## src/rtl/program_fetcher.sv

```systemverilog
// Instruction fetch stage with a one-entry line buffer in front of program memory.
// Hits deliver the instruction in one cycle. Misses issue a held read request until memory answers.
module program_fetcher #(
    parameter int PROGRAM_MEM_ADDR_BITS = 8,
    parameter int PROGRAM_MEM_DATA_BITS = 16
) (
    input  logic                             clk,
    input  logic                             reset,
    input  logic [2:0]                       core_state,
    input  logic [PROGRAM_MEM_ADDR_BITS-1:0] current_pc,
    input  logic                             flush,
    output logic                             mem_read_valid,
    output logic [PROGRAM_MEM_ADDR_BITS-1:0] mem_read_address,
    input  logic                             mem_read_ready,
    input  logic [PROGRAM_MEM_DATA_BITS-1:0] mem_read_data,
    output logic [2:0]                       fetcher_state,
    output logic [PROGRAM_MEM_DATA_BITS-1:0] instruction
);

    localparam logic [2:0] CORE_FETCH  = 3'b001;
    localparam logic [2:0] CORE_DECODE = 3'b010;

    typedef enum logic [2:0] {
        IDLE     = 3'b000,
        FETCHING = 3'b001,
        FETCHED  = 3'b010
    } state_t;

    state_t                             state;
    logic                               buf_valid;
    logic [PROGRAM_MEM_ADDR_BITS-1:0]   buf_tag;
    logic [PROGRAM_MEM_DATA_BITS-1:0]   buf_data;
    logic                               buf_hit;

    // A flush arriving with the lookup makes the buffer count as empty.
    assign buf_hit       = buf_valid && !flush && (buf_tag == current_pc);
    assign fetcher_state = state;

    // Handshake: mem_read_valid rises with mem_read_address and both hold steady
    // until mem_read_ready is sampled high on a rising edge; that edge completes
    // the transfer and drops valid. Ready is ignored whenever no request is open.
    always_ff @(posedge clk or negedge reset) begin
        if (!reset) begin
            state            <= IDLE;
            mem_read_valid   <= 1'b0;
            mem_read_address <= '0;
            instruction      <= '0;
            buf_valid        <= 1'b0;
            buf_tag          <= '0;
            buf_data         <= '0;
        end else begin
            case (state)
                IDLE: begin
                    if (core_state == CORE_FETCH) begin
                        if (buf_hit) begin
                            instruction <= buf_data;
                            state       <= FETCHED;
                        end else begin
                            mem_read_valid   <= 1'b1;
                            mem_read_address <= current_pc;
                            state            <= FETCHING;
                        end
                    end
                end
                FETCHING: begin
                    // Runs to completion regardless of core_state or flush.
                    if (mem_read_ready) begin
                        mem_read_valid <= 1'b0;
                        instruction    <= mem_read_data;
                        buf_data       <= mem_read_data;
                        buf_tag        <= mem_read_address;
                        buf_valid      <= 1'b1;
                        state          <= FETCHED;
                    end
                end
                FETCHED: begin
                    if (core_state == CORE_DECODE) begin
                        state <= IDLE;
                    end
                end
                default: begin
                    state <= IDLE;
                end
            endcase

            // Placed after the case so a same-edge refill still ends invalid.
            if (flush) begin
                buf_valid <= 1'b0;
            end
        end
    end

endmodule

```

## config.mk

```make
export PLATFORM = sky130hd
export DESIGN_NAME = program_fetcher
export DESIGN_NICKNAME = d
export VERILOG_FILES = /design/src/rtl/program_fetcher.sv
export SDC_FILE = /design/constraint.sdc
export NUM_CORES = 1
export LEC_CHECK = 0
export CAP_MARGIN = 40
export CORE_ASPECT_RATIO = 1.75
export CORE_UTILIZATION = 55
export CTS_BUF_LIST = sky130_fd_sc_hd__clkbuf_8
export DETAILED_ROUTE_END_ITERATION = 12
export GPL_TIMING_DRIVEN = 0
export PLACE_DENSITY = 0.89
export SYNTH_ARGS = -nofsm -noshare
export SYNTH_HDL_FRONTEND = slang
export SYNTH_SLANG_ARGS = --single-unit
```

## constraint.sdc

```tcl
create_clock -name clk -period 4.8 [get_ports clk]
set_clock_uncertainty 0.1 [all_clocks]
set_input_delay 0.96 -clock clk [delete_from_list [all_inputs] [get_ports clk]]
set_output_delay 0.96 -clock clk [all_outputs]
set_load 0.02 [all_outputs]
```

# Yosys cells after proc, flatten, opt, wreduce, memory -nomap -nowiden
# Cells that the tools add are included.
[classes]
muxes = 16
bitwise = 1
reduce_logical = 13
n_eq_ne = 10
[op_table]
columns = ["operator", "n"]
rows = [
  ["two-way mux 16 bit", 3],
  ["one-hot mux 16 bit (2 select lines)", 1],
  ["inequality test 2 bit, second input constant", 5],
  ["two-way mux 3 bit", 3],
  ["one-hot mux 3 bit (3 select lines)", 1],
  ["equality test 8 bit", 1],
  ["AND reduction 4 bit", 2],
  ["equality test 3 x 1 -> 1 bit, second input constant", 2],
  ["equality test 3 x 2 -> 1 bit, second input constant", 2],
  ["two-way mux 1 bit", 6],
  ["AND reduction 3 bit", 2],
  ["nonzero test 2 bit", 3],
  ["AND reduction 2 bit", 2],
  ["zero test 3 bit", 1],
  ["logical AND 1 bit", 2],
  ["two-way mux 2 bit", 1],
  ["one-hot mux 1 bit (2 select lines)", 1],
  ["zero test 1 bit", 1],
  ["inverter 1 bit", 1],
]
[word_totals]
word_cells = 47
ff_bits = 53
output_inout_bits = 28
inputBits = 31

# Longest topological paths before layout
[logic_depth]
depth_word = 6
ltp_mapped = 7
depth_no_buf = 4

# Worst setup path before layout
# No wires, ideal clock.
[synth_path]
kind = "input -> register"
startpoint = "input current_pc[0]"
endpoint = "register instruction[10]"
path_buffers = 1
arrival_time_ps = 2032
setup_time_ps = 133
required_ps = 4567
slack_ps = 2535
path_stages = 5
path_cell_list = "xor2_1 -> nor4_4 -> a31o_2 -> buf_6 -> a32oi_1"
[synth_between]
elab_chain_len = 4
[synth_rtl]
columns = ["item", "line", "rtl"]
rows = [
  ["from (decl)", "10", "input logic [PROGRAM_MEM_ADDR_BITS-1:0] current_pc,"],
  ["equality test 8 bit", "36", "assign buf_hit = buf_valid && !flush && (buf_tag == current_pc);"],
  ["logical AND 1 bit", "36", ""],
  ["inequality test 2 bit (no line)", "n/a", ""],
  ["AND reduction 4 bit (no line)", "n/a", ""],
  ["to (signal assigned)", "56", "instruction <= buf_data;"],
  ["to (signal assigned)", "69", "instruction <= mem_read_data;"],
  ["to (decl)", "17", "output logic [PROGRAM_MEM_DATA_BITS-1:0] instruction"],
]
# Every way passes these cells.
# A chain may end at the register's enable or synchronous reset.

# Worst setup path in the final report
[layout_path]
startpoint = "input current_pc[0]"
endpoint = "register instruction[5]"
# Same word-level chain as after synthesis.

==> impl_metrics.tcl <==
set metrics [dict create \
    status "finished clean" \
    fin_crit_sh_pct 54.1 \
    cp_slowest_cell "nor4_4" \
    yosys.area.top_type_share_pct 54.9 \
    critPathTopFamily "buffers and inverters" \
    wire_per_inst_um 15.2 \
    post_cts_resized 0 \
    worstPathArrival_ns 2.67 \
    syn-num-nets 255 \
    ios 59 \
    tightest_slew_ns 0.554 \
    clock-sinks 52 \
    area_delta_synth_final_pct 30.7 \
    cap_violations 0 \
    post_dp_cell_area_um2 3020 \
    fmax_mhz 385 \
    grt_util_all_layers_pct 25.0 \
    cts-root-buf "clkbuf_8" \
    clk_pin_slew_ns 0.09 \
    firstDrtPassIters 4 \
    period_needed_ns 2.59 \
    die_x_um 51.6 \
    slew_viol_final 0 \
    worstPathCellList "clkdlybuf4s50_1 -> xor2_1 -> nor4_4 -> a31o_2 -> buf_6 -> a32oi_1" \
    post_cts.repair.setup_buffers 0 \
    hold_violations 0 \
    p_per_area_nw_per_um2 592 \
    nets 320 \
    synth.area.top_cells "dfrtp_1 (55%), nand2_1 (12%), mux2i_1 (6.8%)" \
    cts_tree "done" \
    setup_tns_ns 0 \
    dieArea_um2 4580 \
    slew_headroom_pct 63.1 \
    intPower_mw 1.14 \
    synthCells 224 \
    ctsHoldBuffers 0 \
    p_sw_share_pct 37.6 \
    die_y_um 88.8 \
    viasPerCell 5.44 \
    core_area_um2 4150 \
    p_leak_nw 1.36 \
    crit_required_ns 4.88 \
    antenna_found_initial 0 \
    cts_buffer_depth 2 \
    worstSkewPairLatency_ns 0.30 \
    setup_viol 0 \
    cp-start-kind "primary input" \
    start_util_pct 57.1 \
    dp_hpwl_mm 3.81 \
    stdcell_area_um2 3100 \
    peakVddDrop_mv 0.501 \
    h-tree-depth 2 \
    setup_slack_ns 2.21 \
    routed_wl_mm 5.13 \
    crit_path_end_kind "flop" \
    route.vias.total 1839 \
    num_rows 31 \
    synth_area_um2 2370 \
    path_buf_inv 2 \
    postSynthAreaPerCell_um2 10.6 \
    yosysWarnings 0 \
    p_clk_share_pct 12.9 \
    fill_cells 295 \
    overflow 0 \
    pwr-share-comb_pct 44.9 \
    synth_top_cell_by_area "dfrtp_1" \
    p_seq_share_pct 42.2 \
    grt_pass1_wl_mm 8.29 \
    portBuffers 57 \
    drtIter0Drc 48 \
    yosysSeqAreaShare_pct 54.9 \
    rsz0062_at_grt "no" \
    cts_buffers 5 \
    cp_max_fo 10 \
    grt_pass1_vias 1842 \
    ant_nets 0 \
    grt_max_degree 30 \
    ys_types 25 \
    hold_path_class "reg -> reg" \
    worstSetupPathType "in -> reg" \
    place_ws_ns 1.87 \
    crit_path_max_incr_delay_ns 0.47 \
    ys_seq_elements 52 \
    switchingPower_mw 0.689 \
    drc 0 \
    drive_gt1_share_pct 11.4 \
    place.gp.congestion 0.794 \
    n_antenna_cell 0 \
]
final timing paths:
check,start,endpoint,slack (ns),depth (start not counted)
setup / recovery,current_pc[0],instruction[5]$_DFFE_PN0P_,2.21,6
hold / removal,buf_data[6]$_DFFE_PN0P_,buf_data[6]$_DFFE_PN0P_,0.39,2
setup reg to reg,buf_tag[0]$_DFFE_PN0P_,instruction[5]$_DFFE_PN0P_,2.94,5
hold reg to reg,buf_data[6]$_DFFE_PN0P_,buf_data[6]$_DFFE_PN0P_,0.39,2
max in group asynchronous,reset,buf_tag[1]$_DFFE_PN0P_,3.53,2
min in group asynchronous,reset,instruction[11]$_DFFE_PN0P_,0.54,1
metal layers:
layer | wire length, um | part of all wire (%) | GRT usage, % | vias up
met5 | 0 | 0 | 0 | -
li1 | - | - | - | 882
met2 | 2730 | 53 | 43.7 | 57
met4 | 76 | 1.5 | 9.58 | 0
met1 | 2030 | 40 | 27.9 | 892
met3 | 294 | 5.7 | 7.90 | 8
cell usage in the layout (no fill, tap or decap):
master	netlist	final
nand2_1	73	73
clkdlybuf4s50_1	0	56
dfrtp_1	52	52
nor2_1	20	20
mux2i_1	16	16
a32oi_1	16	16
xor2_1	8	8
mux2_2	8	8
clkbuf_1	6	6
clkbuf_8	0	5
inv_1	3	3
buf_6	3	3
buf_2	2	3
nand3_1	2	2
a21o_2	2	2
buf_4	2	2
nor3_1	1	1
nor2b_2	1	1
nor3_4	1	1
nor3b_2	1	1
nor4_4	1	1
a31oi_4	1	1
o311ai_0	1	1
a32o_1	1	1
nand4_4	1	1
a31o_2	1	1
conb_1	1	1
clkinvlp_4	0	1
clkinv_2	0	1
buf_12	0	1
metrics by stage:
step	total power, mW	hold WS [ns]	instances	util (%)
5_1_grt	1.95	0.409	338	74.6
3_3_place_gp	1.57	0.357	330	72.3
6_report	1.83	0.385	338	74.6
3_5_place_dp	1.61	0.361	331	72.7
2_1_floorplan	1.25	0.345	224	-
4_1_cts	1.84	0.382	338	74.6
worst reg2reg max path: stages, from the launching register on:
cell and delay [ns]:
dfrtp_1 0.39, xor2_1 0.17, nor4_4 0.47, a31o_2 0.33, buf_6 0.17, a32oi_1 0.11
cells by family after synthesis:
| logic type | synth area share [%] |
|---|---|
| AO/OA/AOI/OAI | 8.72 |
| other | 0.158 |
| AND/OR/NAND/NOR | 18.8 |
| multiplexers | 10.6 |
| XOR/XNOR | 2.96 |
| buffers and inverters | 3.91 |
| flip-flops | 54.9 |
layout make-up:
type | instances | area (um2) | area share, %
clock buffer | 5 | 68.8 | 2.22
multi-input combinational | 156 | 975 | 31.5
timing repair buffer | 58 | 586 | 18.9
tap | 49 | 61.3 | 1.98
buffer | 13 | 81.3 | 2.63
inverter | 3 | 11.3 | 0.364
clock inverter | 2 | 12.5 | 0.404
sequential | 52 | 1300 | 42.0
flip-flops by register name, summed over array words and instances (netlist names):
| name | count |
|---|---|
| buf_tag | 8 |
| buf_data | 16 |
| instruction | 16 |
| fetcher_state | 2 |
| mem_read_valid | 1 |
| buf_valid | 1 |
| mem_read_address | 8 |
cells in the mapped netlist:
master,number
a31o_2,1
mux2i_1,16
nor3b_2,1
nor2b_2,1
buf_2,2
a32o_1,1
nor3_1,1
a31oi_4,1
nor4_4,1
nand3_1,2
nand2_1,73
inv_1,3
mux2_2,8
conb_1,1
a32oi_1,16
o311ai_0,1
nor2_1,20
buf_4,2
dfrtp_1,52
nor3_4,1
xor2_1,8
a21o_2,2
clkbuf_1,6
nand4_4,1
buf_6,3
power by group through the flow:
| stage | Sequential, mW | Clock, mW | Combinational, mW |
|---|---|---|---|
| 2_1_floorplan | 0.903 | 0 | 0.348 |
| 3_3_place_gp | 0.773 | 0 | 0.801 |
| 3_5_place_dp | 0.782 | 0 | 0.826 |
| 4_1_cts | 0.774 | 0.240 | 0.830 |
| 5_1_grt | 0.799 | 0.257 | 0.898 |
| 6_report | 0.775 | 0.236 | 0.823 |
Note: power is estimated with default switching activity, not from simulation.
